==> config.mk <==
export PLATFORM = sky130hd
export DESIGN_NAME = pred_update_queue
export DESIGN_NICKNAME = d
export VERILOG_FILES = /design/src/rtl/pred_update_queue.sv
export SDC_FILE = /design/constraint.sdc
export NUM_CORES = 1
export LEC_CHECK = 0
export CAP_MARGIN = 10
export CORE_UTILIZATION = 45
export DETAILED_ROUTE_END_ITERATION = 7
export GPL_TIMING_DRIVEN = 0
export PLACE_DENSITY_LB_ADDON = 0.08
export SKIP_LAST_GASP = 1
export SYNTH_ARGS = -nofsm -noshare
export SYNTH_HDL_FRONTEND = slang
export SYNTH_SLANG_ARGS = --single-unit
==> constraint.sdc <==
create_clock -name clk -period 6.9 [get_ports clk]
set_input_delay 1.035 -clock clk [delete_from_list [all_inputs] [get_ports clk]]
set_output_delay 1.035 -clock clk [all_outputs]
set_load 0.01 [all_outputs]
==> src/rtl/pred_update_queue.sv <==
// pred_update_queue: buffers resolved conditional-branch outcomes from commit
// (two slots per cycle) and drains one orientation update per cycle into the
// branch predictor. It also issues a registered one-cycle BTB/RAS correction
// pulse for the oldest mispredicted slot. Commit is never stalled. Outcomes
// that do not fit in the queue are dropped and counted with saturation.
module pred_update_queue #(
    parameter int DEPTH = 4,   // orientation FIFO entries, power of two, >= 2
    parameter int CNTW  = 16   // drop counter width
) (
    input  logic                     clk,
    input  logic                     reset,
    input  logic                     res_valid_0,
    input  logic                     res_valid_1,
    input  logic [31:0]              res_pc_0,
    input  logic [31:0]              res_pc_1,
    input  logic [2:0]               res_type_0,
    input  logic [2:0]               res_type_1,
    input  logic                     res_taken_0,
    input  logic                     res_taken_1,
    input  logic                     res_mistaken_0,
    input  logic                     res_mistaken_1,
    input  logic [31:0]              res_target_0,
    input  logic [31:0]              res_target_1,
    output logic                     update_orien_en,
    output logic [31:0]              retire_pc,
    output logic                     right_orien,
    output logic                     branch_mistaken,
    output logic [31:0]              wrong_pc,
    output logic [31:0]              right_target,
    output logic [2:0]               ins_type_w,
    output logic [CNTW-1:0]          drop_cnt,
    output logic [$clog2(DEPTH):0]   q_count
);

    localparam int AW = $clog2(DEPTH);
    localparam int CW = AW + 1;
    localparam int DW = CNTW + 1;

    // Branch type encoding shared with the commit stage:
    // 0 nop, 1 cond, 2 direct, 3 call, 4 ret, 5 indirect.
    localparam logic [2:0] BR_COND = 3'd1;

    // Queue state
    logic [31:0]   pc_mem_q    [DEPTH];
    logic          taken_mem_q [DEPTH];
    logic [AW-1:0] wr_ptr_q, wr_ptr_d;
    logic [AW-1:0] rd_ptr_q, rd_ptr_d;
    logic [CW-1:0] count_q,  count_d;
    logic [CNTW-1:0] drop_q, drop_d;

    // Correction state
    logic          mis_q;
    logic [31:0]   wrong_pc_q;
    logic [31:0]   right_target_q;
    logic [2:0]    ins_type_q;

    // A mispredicted slot 0 squashes slot 1: it is on the wrong path.
    logic kill1, eff1, sel0, sel1;
    logic cand0, cand1;
    assign kill1 = res_valid_0 & res_mistaken_0;
    assign eff1  = res_valid_1 & ~kill1;
    assign sel0  = kill1;
    assign sel1  = eff1 & res_mistaken_1;
    assign cand0 = res_valid_0 & (res_type_0 == BR_COND);
    assign cand1 = eff1 & (res_type_1 == BR_COND);

    logic [1:0]    cand_num, enq_num, drops;
    logic [CW-1:0] space;
    logic          deq;
    logic [31:0]   first_pc;
    logic          first_taken;
    logic [AW-1:0] wr_ptr_nx;
    logic [DW-1:0] drop_sum;

    // Enqueue/drop arbitration against the pre-pop free space, plus next-state.
    always_comb begin
        // NOTE: every always_comb output is given a default first so no path
        // leaves it unassigned, which would otherwise infer a latch.
        cand_num    = 2'(cand0) + 2'(cand1);
        space       = CW'(DEPTH) - count_q;
        enq_num     = cand_num;
        if (space < CW'(cand_num)) begin
            enq_num = space[1:0];
        end
        drops       = cand_num - enq_num;
        deq         = (count_q != '0);
        first_pc    = cand0 ? res_pc_0    : res_pc_1;
        first_taken = cand0 ? res_taken_0 : res_taken_1;
        wr_ptr_nx   = wr_ptr_q + AW'(1);
        wr_ptr_d    = wr_ptr_q + AW'(enq_num);
        rd_ptr_d    = rd_ptr_q + AW'(deq);
        count_d     = count_q + CW'(enq_num) - CW'(deq);
        drop_sum    = {1'b0, drop_q} + DW'(drops);
        drop_d      = drop_sum[CNTW] ? '1 : drop_sum[CNTW-1:0];
    end

    // Queue pointers, occupancy and saturating drop counter.
    always_ff @(posedge clk) begin
        // NOTE: sequential state uses non-blocking assignments so every
        // register samples the pre-edge values regardless of statement order.
        if (reset) begin
            wr_ptr_q <= '0;
            rd_ptr_q <= '0;
            count_q  <= '0;
            drop_q   <= '0;
        end else begin
            wr_ptr_q <= wr_ptr_d;
            rd_ptr_q <= rd_ptr_d;
            count_q  <= count_d;
            drop_q   <= drop_d;
        end
    end

    // Entry storage: up to two writes per cycle, oldest candidate first.
    always_ff @(posedge clk) begin
        // NOTE: the storage array is not reset; occupancy alone decides
        // which entries are meaningful, so clearing it would only cost area.
        if (enq_num != 2'd0) begin
            pc_mem_q[wr_ptr_q]    <= first_pc;
            taken_mem_q[wr_ptr_q] <= first_taken;
        end
        if (enq_num == 2'd2) begin
            pc_mem_q[wr_ptr_nx]    <= res_pc_1;
            taken_mem_q[wr_ptr_nx] <= res_taken_1;
        end
    end

    // Registered correction pulse; data holds its last value between pulses.
    always_ff @(posedge clk) begin
        if (reset) begin
            mis_q          <= 1'b0;
            wrong_pc_q     <= '0;
            right_target_q <= '0;
            ins_type_q     <= '0;
        end else begin
            mis_q <= sel0 | sel1;
            if (sel0) begin
                wrong_pc_q     <= res_pc_0;
                right_target_q <= res_target_0;
                ins_type_q     <= res_type_0;
            end else if (sel1) begin
                wrong_pc_q     <= res_pc_1;
                right_target_q <= res_target_1;
                ins_type_q     <= res_type_1;
            end
        end
    end

    assign update_orien_en = (count_q != '0);
    assign retire_pc       = pc_mem_q[rd_ptr_q];
    assign right_orien     = taken_mem_q[rd_ptr_q];
    assign branch_mistaken = mis_q;
    assign wrong_pc        = wrong_pc_q;
    assign right_target    = right_target_q;
    assign ins_type_w      = ins_type_q;
    assign drop_cnt        = drop_q;
    assign q_count         = count_q;

endmodule
==> out/metrics.json, run 1 <==
{
  "clocking": {
    "cts.htree.levels": 1,
    "tritoncts_num_sinks": 223,
    "worst_skew_pair.late_latency_ps": 520,
    "tritoncts": "done",
    "cts_hold_buffers": 0,
    "cts_post_setup_buffers_inserted": 0,
    "largest_buffer_count_on_any_clock_path": 3,
    "clock-root-buffer": "sky130_fd_sc_hd__clkbuf_16",
    "cts_resized": 0,
    "clk_pin_slew_worst_paths_ps": 60,
    "cts_inserted_buffers": 25
  },
  "timing": {
    "final-setup-viol-count": 0,
    "fmax_ghz": 0.1677,
    "timing_worst_slew_pin_value_ps": 979.4,
    "rsz0062_at_grt": "false",
    "maxSlewHeadroom_pct": 34.20,
    "post-route-period-util_pct": 86.42,
    "timing_hold_violations_final": 0,
    "final-max-slew-violation-count": 0,
    "min_period_ps": 5963,
    "final.setup.worst_slack_ps": 936.7,
    "finalClockSkew_ps": 9.794
  },
  "die": {
    "die_height_um": 160.2,
    "row_count": 57,
    "coreArea_um2": 24460,
    "die_w_um": 160.2,
    "initial_utilization_pct": 46.03,
    "ioPinCount": 263,
    "dieArea_um2": 25660
  },
  "placed_design": {
    "place.detailed.hpwl_mm": 21.84,
    "port-buffer-count": 259,
    "placement.setup.worst_slack_ps": 417.1,
    "gp_congestion": 0.7715
  },
  "final_layout": {
    "antenna_cells": 0,
    "post-route-util_pct": 62.40,
    "multi_input_area_um2": 5030,
    "layout-area-overhead-vs-synth_pct": 35.57,
    "final-seq-area_um2": 5786,
    "layout.nets": 1305,
    "final_layout_size_suffix_gt1_share_pct": 21.25,
    "fillerInstances": 1937
  },
  "setup_path": {
    "cp_max_fo": 10,
    "worst-endpoint-arrival_ps": 6410,
    "cpMostUsedCell": "sky130_fd_sc_hd__clkbuf_1",
    "crit_path_end_kind": "register",
    "cp_slowest_cell": "sky130_fd_sc_hd__clkbuf_1",
    "required_ps": 7340,
    "path_cells": "clkbuf_1 -> clkbuf_1 -> clkbuf_1 -> nand3b_1 -> nor3b_1 -> ha_1 -> inv_1 -> ha_1 -> nor3b_1 -> o22a_1 -> ha_1 -> xor2_1 -> fa_1 -> and3_1 -> nand3_1 -> nor2_1 -> nand3_1 -> clkbuf_1 -> a21oi_1",
    "timing.setup.critical_path_class": "in -> reg",
    "cp-start-kind": "input port",
    "slowest_delay_ps": 700
  },
  "global_routing": {
    "grt_max_degree": 22,
    "grt_first_pass_wirelength_mm": 47.77,
    "global_route.overflow_total": 0,
    "number_of_global_route_vias_before_repair": 8260,
    "grt_antenna_before_repair": 0,
    "globalRouteTotalUtil_pct": 24.13
  },
  "logic_synthesis": {
    "syn_avg_cell_area_um2": 13.20,
    "yosys_synthesis_warning_count": 0,
    "compound_gate_fraction_of_synth_area_pct": 7.167,
    "synth-main-ff-cell": "sky130_fd_sc_hd__edfxtp_1",
    "postSynthCellCount": 853,
    "synth.top_cells.by_count": "sky130_fd_sc_hd__edfxtp_1 (132), sky130_fd_sc_hd__mux2_4 (120), sky130_fd_sc_hd__dfxtp_1 (91)",
    "combinational_family_with_the_most_area_after_synthesis": "multiplexers",
    "syn-num-nets": 1009,
    "seq_area_frac_synth_pct": 51.38,
    "synthMostInstantiatedCell": "sky130_fd_sc_hd__edfxtp_1",
    "synth_area_leaders": "sky130_fd_sc_hd__edfxtp_1 (35%), sky130_fd_sc_hd__dfxtp_1 (16%), sky130_fd_sc_hd__mux2_4 (16%), sky130_fd_sc_hd__mux4_2 (6.6%), sky130_fd_sc_hd__a311oi_1 (5.2%)",
    "asyncSetResetFlopFracSynth_pct": 0,
    "synth_edf_count": 132,
    "synth_fa_ha_area_share_pct": 1.689,
    "mux_contribution_to_synthesized_area_pct": 23.89,
    "synth_top_area_cell": "sky130_fd_sc_hd__edfxtp_1",
    "synth.lib_cells_used.distinct": 41,
    "area_share_of_xor_xnor_cells_in_the_synthesized_design_pct": 1.400,
    "post_synth_and_or_nand_nor_area_fraction_pct": 10.19,
    "syn_area_um2": 11260,
    "synth_top_area_share_pct": 35.20,
    "postSynthRegisterBits": 223
  },
  "pwr": {
    "p_seq_share_pct": 37.1,
    "cellInternalPower_uw": 3549,
    "power_uw": 5079,
    "sw_frac_of_total_pct": 30.12,
    "logic_pwr_share_pct": 36.7,
    "peakVddDrop_uv": 219.3,
    "leakagePower_uw": 0.005732,
    "power_density_nw_per_um2": 332.7,
    "switching_power_uw": 1530,
    "clock_power_share_pct": 26.1
  },
  "routing": {
    "vias": 8188,
    "drt-wirelength-per-cell_um": 21.09,
    "detailedRoute.firstIterationViolations": 478,
    "dr.pass1.iters": 5,
    "drc": 0,
    "post_drt_via_cell_ratio": 5.492,
    "detail_route.wirelength_mm": 31.44,
    "final_antenna_violating_net_count": 0
  },
  "flow_run": {
    "max_cap_viol": 0
  },
  "min_path": {
    "hold_class": "reg -> reg"
  },
  "status": {
    "result_of_the_run": "completed"
  }
}
registers in the layout (all words and copies together), names as in the netlist:
signal           cells
right_target        32
branch_mistaken      1
ins_type_w           3
taken_mem_q          4
wr_ptr_q             2
wrong_pc            32
rd_ptr_q             2
q_count              3
pc_mem_q           128
drop_cnt            16
worst max-delay path, delay by kind of cell:
family	cells	cell delay (ps)
buffers and inverters	5	1950
AND/OR/NAND/NOR	7	1610
AO/OA/AOI/OAI	2	440
XOR/XNOR	1	280
adder cells (fa/ha/maj)	4	1060
placed cells by master, fill, tap and decap left out, drive strengths merged, types with 4 or more instances in the layout:
| master | count |
|---|---|
| inv | 14 |
| edfxtp | 132 |
| mux4 | 33 |
| clkbuf | 84 |
| nand2b | 4 |
| nand3 | 70 |
| and3 | 5 |
| a311oi | 67 |
| nor2 | 79 |
| nor2b | 4 |
| nor3 | 4 |
| xnor2 | 12 |
| dfxtp | 91 |
| nor3b | 4 |
| ha | 12 |
| buf | 31 |
| mux2 | 132 |
| clkdlybuf4s50 | 259 |
| clkinv | 7 |
| xor2 | 6 |
| o21ai | 5 |
| nand2 | 78 |
| a21oi | 15 |
power groups by stage:
stage	combinational, µW	clock, µW	sequential, µW
after floorplan	954	0	1920
after global placement	1770	0	1950
after detailed placement	1890	0	1910
after CTS	1900	1350	1890
after global routing	1990	1400	1910
final	1870	1330	1880
layout make-up:
cell class | count | area share, %
Buffer | 69 | 2.836
Inverter | 13 | 0.3197
Multi-Input combinational cell | 548 | 32.95
Clock buffer | 36 | 4.918
Sequential cell | 223 | 37.90
Timing Repair Buffer | 269 | 17.91
Tap cell | 324 | 2.656
Clock inverter | 9 | 0.5082
routing by layer:
layer	GRT usage (%)	wire, µm	vias up
met2	43.40	15770	288
met5	0	0	-
met3	4.390	1993	43
met4	4.805	569	0
met1	30.22	13110	4036
li1	-	-	3821
per-stage QoR:
| step | hold WS (ps) | area [µm²] | setup TNS (ps) | std cells |
|---|---|---|---|---|
| after floorplan | 502.4 | 11260 | 0 | 853 |
| after global placement | 467.7 | 14260 | -261930 | 1436 |
| after detailed placement | 473.8 | 14440 | 0 | 1446 |
| after CTS | 483.9 | 15260 | 0 | 1491 |
| after global routing | 502.4 | 15260 | 0 | 1491 |
| final | 485.0 | 15260 | 0 | 1491 |
worst paths after layout:
kind	startpoint	end	slack [ps]	cells past startpoint
worst max-delay path	res_valid_1	drop_cnt[8]$_SDFF_PP0_	940	19
worst min-delay path	wrong_pc[28]$_SDFFE_PP0P_	wrong_pc[28]$_SDFFE_PP0P_	490	2
worst max register to register	q_count[0]$_SDFF_PP0_	drop_cnt[8]$_SDFF_PP0_	2970	14
worst min register to register	wrong_pc[28]$_SDFFE_PP0P_	wrong_pc[28]$_SDFFE_PP0P_	490	2
kinds of logic after synthesis:
| kind of cell | after synthesis |
|---|---|
| compound gates | 94 |
| xor+xnor | 18 |
| fa+ha+maj | 14 |
| buf+inv | 82 |
| flops | 223 |
| mux | 166 |
| simple gates | 256 |
Note: power is estimated with default switching activity, not from simulation.
==> run 2, diff against run 1 <==
Settings changed: SKIP_LAST_GASP 1 to unset.
==> results of run 2 <==
No change in the layout: final DEF, timing and power equal those of run 1.
==> run 3, diff against run 2 <==
Settings changed: CORE_UTILIZATION 45 to 50.
Clock period 6.9 ns to 7.73 ns, I/O delays scaled along.
==> run 3 against run 2 <==
- the run now ends with DRC left
- setup slack better by 680 ps
- design area is 0.88% lower
- non-clock buffer count is the same
==> out/metrics.json, run 3 (synthesis gave the netlist of run 1 again) <==
{
  "die": {
    "dieArea": {"value": 23120, "unit": "µm²", "change": "-9.9%"},
    "initial_utilization": {"value": 51.28, "unit": "%", "change": "+5.2 points"},
    "die_height": {"value": 152.1, "unit": "µm", "change": "-5.1%"},
    "ioPinCount": {"value": 263, "change": "unchanged"},
    "die_w": {"value": 152.1, "unit": "µm", "change": "-5.1%"},
    "row_count": {"value": 54, "change": "-5.3%"},
    "coreArea": {"value": 21960, "unit": "µm²", "change": "-10%"}
  },
  "final_layout": {
    "layout.cells.most_common": "sky130_fd_sc_hd__clkdlybuf4s50_1",
    "fillerInstances": {"value": 1625, "change": "-16%"},
    "final_layout_size_suffix_gt1_share": {"value": 20.84, "unit": "%", "change": "-0.41 points"},
    "regMostFlops": "pc_mem_q",
    "flip_flop_count_of_the_largest_register_after_layout": {"value": 128, "change": "unchanged"},
    "mostFrequentLayoutCells": "sky130_fd_sc_hd__clkdlybuf4s50_1 (259), sky130_fd_sc_hd__edfxtp_1 (132), sky130_fd_sc_hd__mux2_4 (120)",
    "antenna_cells": {"value": 0, "change": "unchanged"},
    "final-seq-area": {"value": 5786, "unit": "µm²", "change": "unchanged"},
    "layout-area-overhead-vs-synth_pct": 34.38,
    "layoutNonFillerInstCount": {"value": 1446, "change": "-3.0%"},
    "multi_input_area": {"value": 5030, "unit": "µm²", "change": "unchanged"},
    "layout.nets": {"value": 1304, "change": "-0.077%"},
    "post-route-util": {"value": 68.91, "unit": "%", "change": "+6.5 points"}
  },
  "global_routing": {
    "global_route.overflow_total": {"value": 0, "change": "unchanged"},
    "grt_first_pass_wirelength": {"value": 47.42, "unit": "mm", "change": "-0.72%"},
    "grt_max_degree": {"value": 21, "change": "-4.5%"},
    "grt_antenna_before_repair": {"value": 0, "change": "unchanged"},
    "globalRouteTotalUtil": {"value": 26.52, "unit": "%", "change": "+2.4 points"},
    "number_of_global_route_vias_before_repair": {"value": 8427, "change": "+2.0%"}
  },
  "clocking": {
    "cts_post_setup_buffers_inserted": {"value": 0, "change": "unchanged"},
    "cts.htree.levels": {"value": 1, "change": "unchanged"},
    "tritoncts_num_sinks": {"value": 223, "change": "unchanged"},
    "cts_inserted_buffers": {"value": 24, "change": "-4.0%"},
    "tritoncts": "done",
    "worst_skew_pair.late_latency": {"value": 510, "unit": "ps", "change": "about the same"},
    "largest_buffer_count_on_any_clock_path": {"value": 3, "change": "unchanged"},
    "cts_hold_buffers": {"value": 0, "change": "unchanged"},
    "cts_resized": {"value": 0, "change": "unchanged"},
    "clk_pin_slew_worst_paths": {"value": 60, "unit": "ps", "change": "about the same"},
    "clock-root-buffer": "sky130_fd_sc_hd__clkbuf_16"
  },
  "setup_path": {
    "cp-start-kind": "input port",
    "cp_slowest_cell": "sky130_fd_sc_hd__clkbuf_1",
    "rr_worst_depth": {"value": 15, "change": "+1"},
    "cp_max_fo": {"value": 10, "change": "unchanged"},
    "crit-reg2reg-launch": "q_count[0]$_SDFF_PP0_",
    "worst-endpoint-arrival": {"value": 6480, "unit": "ps", "change": "+70 ps"},
    "reg_to_reg_end": "drop_cnt[8]$_SDFF_PP0_",
    "crit_path_start": "res_valid_1",
    "timing.setup.critical_path_class": "in -> reg",
    "crit_path_end_kind": "register",
    "regToRegSetupSlack": {"value": 3820, "unit": "ps", "change": "+850 ps"},
    "slowest_delay": {"value": 650, "unit": "ps", "change": "-50 ps"},
    "required": {"value": 8100, "unit": "ps", "change": "+760 ps"},
    "path_cells": "clkbuf_1 -> clkbuf_1 -> clkbuf_1 -> nand3b_1 -> nor3b_1 -> ha_1 -> inv_1 -> ha_1 -> nor3b_1 -> o22a_1 -> ha_1 -> inv_1 -> ha_1 -> fa_1 -> and3_1 -> nand3_1 -> nor2_1 -> nand3_1 -> clkbuf_1 -> a21oi_1"
  },
  "timing": {
    "final-max-slew-violation-count": {"value": 0, "change": "unchanged"},
    "finalClockSkew": {"value": 5.386, "unit": "ps", "change": "-4.408 ps"},
    "rsz0062_at_grt": "false",
    "min_period_ps": 6111,
    "maxSlewHeadroom": {"value": 39.82, "unit": "%", "change": "+5.6 points"},
    "post-route-period-util_pct": 79.06,
    "timing_worst_slew_pin_value": {"value": 895.8, "unit": "ps", "change": "-83.67 ps"},
    "final-setup-viol-count": {"value": 0, "change": "unchanged"},
    "hold_ws": {"value": 482.5, "unit": "ps", "change": "-2.547 ps"},
    "fmax_ghz": 0.1636,
    "timing_hold_violations_final": {"value": 0, "change": "unchanged"}
  },
  "routing": {
    "post_drt_via_cell_ratio": {"value": 5.627, "change": "+2.5%"},
    "final_antenna_violating_net_count": {"value": 0, "change": "unchanged"},
    "detail_route.wirelength": {"value": 30.86, "unit": "mm", "change": "-1.9%"},
    "drc": {"value": 24, "change": "+24"},
    "dr.pass1.iters": {"value": 6, "change": "+1"},
    "vias": {"value": 8136, "change": "-0.64%"},
    "detailedRoute.firstIterationViolations": {"value": 376, "change": "-21%"},
    "drt-wirelength-per-cell": {"value": 21.34, "unit": "µm", "change": "+1.2%"}
  },
  "status": {
    "result_of_the_run": "finished with violations",
    "violations": "DRC"
  },
  "min_path": {
    "worst_hold_startpoint": "right_target[5]$_SDFFE_PP0P_",
    "holdPathStages": {"value": 2, "change": "unchanged"},
    "hold_class": "reg -> reg",
    "whs_endpoint": "right_target[5]$_SDFFE_PP0P_"
  },
  "pwr": {
    "leakagePower": {"value": 0.005690, "unit": "µW", "change": "-0.73%"},
    "power": {"value": 4470, "unit": "µW", "change": "-12%"},
    "peakVddDrop": {"value": 220.0, "unit": "µV", "change": "+0.29%"},
    "power_density": {"value": 295.4, "unit": "nW/µm²", "change": "-11%"}
  },
  "placed_design": {
    "gp_congestion": {"value": 0.7908, "change": "+2.5%"},
    "place.detailed.instances": {"value": 1402, "change": "-3.0%"},
    "port-buffer-count": {"value": 259, "change": "unchanged"},
    "place.detailed.hpwl": {"value": 21.29, "unit": "mm", "change": "-2.5%"}
  },
  "flow_run": {
    "max_cap_viol": {"value": 0, "change": "unchanged"}
  }
}
-- run 3: report_power, final --
part	internal [µW]	switching, µW	leakage, µW
Sequential	1600	85.6	0.00196
Combinational	872	811	0.00336
Clock	631	470	0.000377
Total	3100	1370	0.00569
-- run 3: layout make-up --
type                       instances  share of cell area (%)
sequential                       223                   38.24
timing repair buffer             269                   18.07
clock buffer                      29                   4.300
clock inverter                    15                  0.6533
tap                              280                   2.315
multi-input combinational        548                   33.24
inverter                          13                  0.3225
buffer                            69                   2.861
-- run 3: how the worst max path moves through the flow --
stage,end,cells after the start
2_1_floorplan,pc_mem_q[3][0]$_DFFE_PP_,12
3_3_place_gp,pc_mem_q[3][7]$_DFFE_PP_,12
3_5_place_dp,drop_cnt[7]$_SDFF_PP0_,20
4_1_cts,drop_cnt[8]$_SDFF_PP0_,19
5_1_grt,drop_cnt[13]$_SDFF_PP0_,19
6_report,drop_cnt[8]$_SDFF_PP0_,20
-- run 3: critical path: cells and delay by family --
family | cells | cell delay, ps
buf+inv | 6 | 2020
fa+ha+maj | 5 | 1580
compound gates | 2 | 360
simple gates | 7 | 1330
-- run 3: per-stage QoR --
stage	TNS [ps]	instance area, µm²	setup WS (ps)
5_1_grt	0	15130	1143
3_3_place_gp	-136240	14200	-2024
2_1_floorplan	0	11260	1443
6_report	0	15130	1619
4_1_cts	0	15130	1655
3_5_place_dp	0	14380	1134
-- run 3: routing by layer --
| layer | routed length, µm | share of wire, % | GRT usage (%) | vias up |
|---|---|---|---|---|
| met5 | 0 | 0 | 0 | - |
| met4 | 863 | 2.8 | 7.191 | 0 |
| met3 | 1959 | 6.3 | 4.906 | 55 |
| met2 | 15670 | 51 | 47.69 | 287 |
| met1 | 12360 | 40 | 32.63 | 3977 |
| li1 | - | - | - | 3817 |
==> variant 1, RTL diff (config.mk and constraints of run 1) <==
Change the parameter `CNTW` from 16 to 17.
--- a/src/rtl/pred_update_queue.sv
+++ b/src/rtl/pred_update_queue.sv
@@ -7,3 +7,3 @@
     parameter int DEPTH = 4,   // orientation FIFO entries, power of two, >= 2
-    parameter int CNTW  = 16   // drop counter width
+    parameter int CNTW  = 17   // drop counter width
 ) (
Interface: changed (resized drop_cnt); port bits go from 263 to 264. No check against the original RTL was run, so the function may have changed too.
==> variant 1 against run 1 <==
First-iteration DRC count down 15%. Die area down 3.7%. Wire length about the same. Setup slack better by 0.49 ns. Total power up 0.33%. Area after synthesis down 3.7%. Sequential cell count up 1. Design area down 2.6%. Largest cell class unchanged. Largest power group unchanged. Highest routed layer is now met5.
==> variant 1: results (changes against run 1) <==
[run_status] result of the run complete, no violations
[pwr] Peak VDD IR 0.000205 V [-6.7%]
[worst_setup_path] endpoint arrival time on the critical path 5.92 ns [-0.49 ns]
[finish] Filler cells 1975 [+2.0%]
[finish] ratio of cells with drive above 1 in the final layout 20.5% [-0.76 points]
[synth] proportion of synthesized chip area in sequential cells 53.5% [+2.2 points]
[pwr] Static Leakage 5.21 nW [-9.0%]
[timing] Worst Hold Slack 0.482 ns [-0.00307 ns]
[place] Area after DPL 14000 um2 [-2.8%]
[synth] mean post-synth cell area 12.7 um2 [-3.9%]
[finish] utilization after layout 63.2% [+0.76 points]
[global_routing] pin count of the biggest net entering global routing 21 [-4.5%]
[synth] post-synth cell types 45 [+9.8%]
[worst_setup_path] number of cells on the worst reg-to-reg path 13 [-1]
[synth] most instantiated cells after synthesis sky130_fd_sc_hd__edfxtp_1, sky130_fd_sc_hd__mux2_2, sky130_fd_sc_hd__dfxtp_1
[clocking] H-tree levels 1 [unchanged]
[detailed_routing] DR pass1 iterations 4 [-1]
[worst_setup_path] reg2reg end drop_cnt[8]$_SDFF_PP0_
[clocking] Gates resized, CTS repair 0 [unchanged]
[place] number of port buffers 260 [+0.39%]
[synth] most area-consuming cells after synthesis sky130_fd_sc_hd__edfxtp_1, sky130_fd_sc_hd__dfxtp_1, sky130_fd_sc_hd__mux2_2, sky130_fd_sc_hd__mux4_2, sky130_fd_sc_hd__a311oi_1
[pwr] Switching Fraction 29.9% [-0.18 points]
[timing] slew at the pin closest to its max-slew limit 0.778 ns [-0.202 ns]
[clocking] Clk Tree Root Cell sky130_fd_sc_hd__clkbuf_16
[place] Cell Count Post-Placement 1444 [-0.14%]
[finish] Final nets 1308 [+0.23%]
[hold_path] destination of the worst hold path right_target[22]$_SDFFE_PP0P_
[clocking] total clock buffers created by CTS 25 [unchanged]
[hold_path] Worst Hold Class reg2reg
[synth] number of synthesized flops with an enable pin 132 [unchanged]
[global_routing] overall global routing resource usage 25.6% [+1.5 points]
[place] detailed placement HPWL 22400 um [+2.6%]
[synth] post-synth net total 1011 [+0.20%]
[worst_setup_path] critical path's slowest cell sky130_fd_sc_hd__clkbuf_1
[detailed_routing] via count 8205 [+0.21%]
[detailed_routing] average wire per standard cell 21.1 um [+0.11%]
[global_routing] vias in the first global route 8414 [+1.9%]
[detailed_routing] detailed router's first-iteration violation count 406 [-15%]
[worst_setup_path] Crit path largest cell delay 0.59 ns [-0.11 ns]
[finish] fin cells 1490 [-0.067%]
[timing] clk_skew 0.0105 ns [+0.000678 ns]
[hold_path] launch point of the worst hold path right_target[22]$_SDFFE_PP0P_
[worst_setup_path] minimum setup slack among reg-to-reg paths 3.17 ns [+0.20 ns]
[place] RePlAce Congestion 0.792 [+2.6%]
[global_routing] antenna violations before repair 1 [+1]
[clocking] post-CTS setup-driven buffer insertion count 0 [unchanged]
[variant 1: changes by cell type after synthesis, moves of 4 or more]
cell,change
sky130_fd_sc_hd__a21oi_1,+4
sky130_fd_sc_hd__buf_12,-9
sky130_fd_sc_hd__buf_4,+6
sky130_fd_sc_hd__mux2_2,+89
sky130_fd_sc_hd__mux2_4,-89
sky130_fd_sc_hd__nor2_1,-4
sky130_fd_sc_hd__o21ai_4,-5
[variant 1: area by class of cell]
type                            count  area share (%)
Sequential cell                   224            39.0
Clock buffer                       32            4.45
Buffer                             70            2.25
Clock inverter                     14            1.23
Inverter                           15           0.395
Tap cell                          319            2.68
Timing Repair Buffer              270            18.5
Multi-Input combinational cell    546            31.5
[variant 1: cell families after synthesis]
| family | Yosys count | synth area share (%) |
|---|---|---|
| compound gates | 98 | 7.58 |
| xor+xnor | 19 | 1.53 |
| fa+ha+maj | 14 | 1.75 |
| buf+inv | 85 | 3.62 |
| flops | 224 | 53.5 |
| mux | 166 | 21.7 |
| simple gates | 249 | 10.2 |
[variant 1: per-layer routing]
metal  part of all wire (%)  vias to the layer above  track usage, %
met1                     41                     4063            31.5
li1                       -                     3842               -
met3                    6.3                       41            5.67
met2                     50                      257            45.4
met5                  0.041                        -               0
met4                    1.9                        2            6.33
[variant 1: worst max-delay path by stage]
stage / startpoint / slack (ns) / endpoint / depth (start not counted)
2_1_floorplan: res_valid_1 / 0.86 / pc_mem_q[0][0]$_DFFE_PP_ / 12
3_3_place_gp: res_valid_0 / -2.51 / pc_mem_q[0][6]$_DFFE_PP_ / 13
3_5_place_dp: res_valid_0 / 0.87 / drop_cnt[10]$_SDFF_PP0_ / 18
4_1_cts: res_valid_0 / 1.41 / drop_cnt[8]$_SDFF_PP0_ / 18
5_1_grt: res_valid_0 / 1.0 / drop_cnt[6]$_SDFF_PP0_ / 19
6_report: res_valid_0 / 1.43 / drop_cnt[8]$_SDFF_PP0_ / 18
[variant 1: power by group through the flow]
stage                     Clock, mW  Combinational [mW]  Sequential [mW]
after floorplan                   0               0.907             1.93
after global placement            0                1.70             1.96
after detailed placement          0                1.86             1.91
after CTS                      1.40                1.86             1.89
after global routing           1.46                1.97             1.91
final                          1.38                1.83             1.88
[variant 1: critical path, delay by kind of cell]
kind	cells	cell delay, ns
compound gates	3	0.66
buf+inv	4	1.43
fa+ha+maj	4	0.91
xor+xnor	1	0.17
simple gates	6	1.69
[variant 1: stage by stage]
| step | total power [mW] | worst slack [ns] |
|---|---|---|
| after detailed placement | 3.77 | 0.874 |
| after global routing | 5.34 | 0.996 |
| after CTS | 5.15 | 1.41 |
| final | 5.10 | 1.43 |
| after floorplan | 2.84 | 0.857 |
| after global placement | 3.66 | -2.51 |
==> variant 2, RTL diff (settings of run 1) <==
Without the edit above. Make the reset (`reset`) asynchronous in 2 clocked blocks.
--- a/src/rtl/pred_update_queue.sv
+++ b/src/rtl/pred_update_queue.sv
@@ -97,3 +97,3 @@
     // Queue pointers, occupancy and saturating drop counter.
-    always_ff @(posedge clk) begin
+    always_ff @(posedge clk or posedge reset) begin
         // NOTE: sequential state uses non-blocking assignments so every
@@ -128,3 +128,3 @@
     // Registered correction pulse; data holds its last value between pulses.
-    always_ff @(posedge clk) begin
+    always_ff @(posedge clk or posedge reset) begin
         if (reset) begin
Check against the original RTL: differs if reset is asserted again (counterexample within 4 cycles, from zero or initial values and one cycle with reset high); with reset held inactive, the same outputs for 4 cycles.
==> variant 2 against run 1 <==
Sequential cell count is the same. Area after synthesis shrank 3.9%. First-iteration DRC count fell by 25%. Clock power down 8%. Cell count is 7.0% lower. Clock skew rose by 0.0018 ns. Critical path depth grew 1. Design area fell by 3.2%. Register-to-register slack worse by 0.13 ns. Sequential power rose by 11%. Total power grew 8.2%. Setup slack worse by 0.11 ns. Wire length shrank 13%. Largest power group is now combinational logic.
==> variant 2: results (changes against run 1) <==
[finish] ratio of cells with drive above 1 in the final layout 21.3% [+0.024 points]
[place] Cell Count Post-Placement 1340 [-7.3%]
[synth] mean post-synth cell area 14.4 um2 [+9.4%]
[synth] fraction of the mapped netlist area in compound gates 4.58% [-2.6 points]
[synth] share of cell area taken by muxes after synthesis 27.1% [+3.2 points]
[place] detailed placement HPWL 19100 um [-13%]
[timing] Period minus WS final 6.08 ns [+0.113 ns]
[worst_setup_path] endpoint arrival time on the critical path 6.53 ns [+0.12 ns]
[synth] post-synth cell types 44 [+7.3%]
[finish] Final nets 1204 [-7.7%]
[worst_setup_path] Crit path largest cell delay 0.67 ns [-0.03 ns]
[global_routing] global-route wire length before repair 42400 um [-11%]
[synth] post-synth net total 905 [-10%]
[synth] most area-consuming cells after synthesis sky130_fd_sc_hd__edfxtp_1, sky130_fd_sc_hd__dfrtp_1, sky130_fd_sc_hd__mux2_2, sky130_fd_sc_hd__mux4_2, sky130_fd_sc_hd__mux2i_1
[detailed_routing] detailed router's first-iteration violation count 360 [-25%]
[detailed_routing] DR pass1 iterations 4 [-1]
[global_routing] pin count of the biggest net entering global routing 59 [+170%]
[timing] Worst Hold Slack 0.475 ns [-0.0104 ns]
[global_routing] overall global routing resource usage 22.9% [-1.3 points]
[detailed_routing] average wire per standard cell 19.8 um [-6.3%]
[timing] Max-Slew Margin vs Limit 37.8% [+3.6 points]
[place] worst setup slack after placement 0.170 ns [-0.247 ns]
[pwr] Static Leakage 5.69 nW [-0.75%]
[run_status] result of the run complete, no violations
[pwr] Peak VDD IR 0.000242 V [+10%]
[place] RePlAce Congestion 0.744 [-3.5%]
[synth] fraction of registers with async set or reset after synthesis 40.8% [+41 points]
[synth] fraction of the mapped netlist area in adder cells 1.76% [+0.069 points]
[synth] most instantiated cells after synthesis sky130_fd_sc_hd__edfxtp_1, sky130_fd_sc_hd__mux2_2, sky130_fd_sc_hd__dfrtp_1
[detailed_routing] Routed Wire Length 27400 um [-13%]
[synth] proportion of synthesized chip area in sequential cells 57.7% [+6.3 points]
[detailed_routing] DR vias/cell 5.17 [-5.8%]
[synth] post-synthesis xor/xnor area fraction 1.13% [-0.27 points]
[place] number of port buffers 262 [+1.2%]
-- variant 2: cell count changes after synthesis, sizes merged, moves of 61 or more --
cell	before	now
a311oi	67	0
dfrtp	0	91
dfxtp	91	0
mux2i	1	67
nand3	70	9
nor2	79	5
o21ai	5	70
-- variant 2: logic make-up after synthesis --
logic type,after synthesis
muxes,234
DFF,223
and+or+nand+nor,119
AOI/OAI and AO/OA,85
buffers and inverters,60
xor gates and xnor gates,14
adders and majority gates,14
-- variant 2: layout make-up --
cell class,instances,area (um2)
repair buffers,272,2780
flip-flops and latches,223,6240
multi-input cells,466,4310
fillers,1919,8770
plain buffers,43,236
clock buffers,32,652
well taps,319,399
clock inverters,14,91.3
inverters,17,66.3
-- variant 2: path summary, 6_finish.rpt --
check,from,endpoint,cells past startpoint
max,res_valid_0,drop_cnt[11]$_DFF_PP0_,20
min,wrong_pc[18]$_DFFE_PP0P_,wrong_pc[18]$_DFFE_PP0P_,2
max reg2reg,q_count[0]$_DFF_PP0_,drop_cnt[11]$_DFF_PP0_,15
min reg2reg,wrong_pc[18]$_DFFE_PP0P_,wrong_pc[18]$_DFFE_PP0P_,2
max in group asynchronous,reset,wrong_pc[10]$_DFFE_PP0P_,3
min in group asynchronous,reset,right_target[9]$_DFFE_PP0P_,2
-- variant 2: worst max-delay path, delay by kind of cell --
kind            cells  cell delay, ns
simple gates        8            2.25
buf+inv             5            1.54
fa+ha+maj           5            1.31
compound gates      2            0.40
-- variant 2: report_power, final --
| part | switching (mW) | internal (mW) | total, mW |
|---|---|---|---|
| Combinational | 1.07 | 1.12 | 2.19 |
| Clock | 0.521 | 0.702 | 1.22 |
| Sequential | 0.140 | 1.94 | 2.08 |
| Total | 1.73 | 3.77 | 5.49 |
-- variant 2: routing by layer --
layer / part of all wire, % / vias to the layer above / wire (um) / global-route usage [%]
li1: - / 3407 / - / -
met1: 42 / 3530 / 11600 / 29.1
met2: 50 / 187 / 13800 / 40.4
met3: 4.9 / 45 / 1350 / 3.91
met4: 2.4 / 0 / 648 / 5.92
met5: 0 / - / 0 / 0
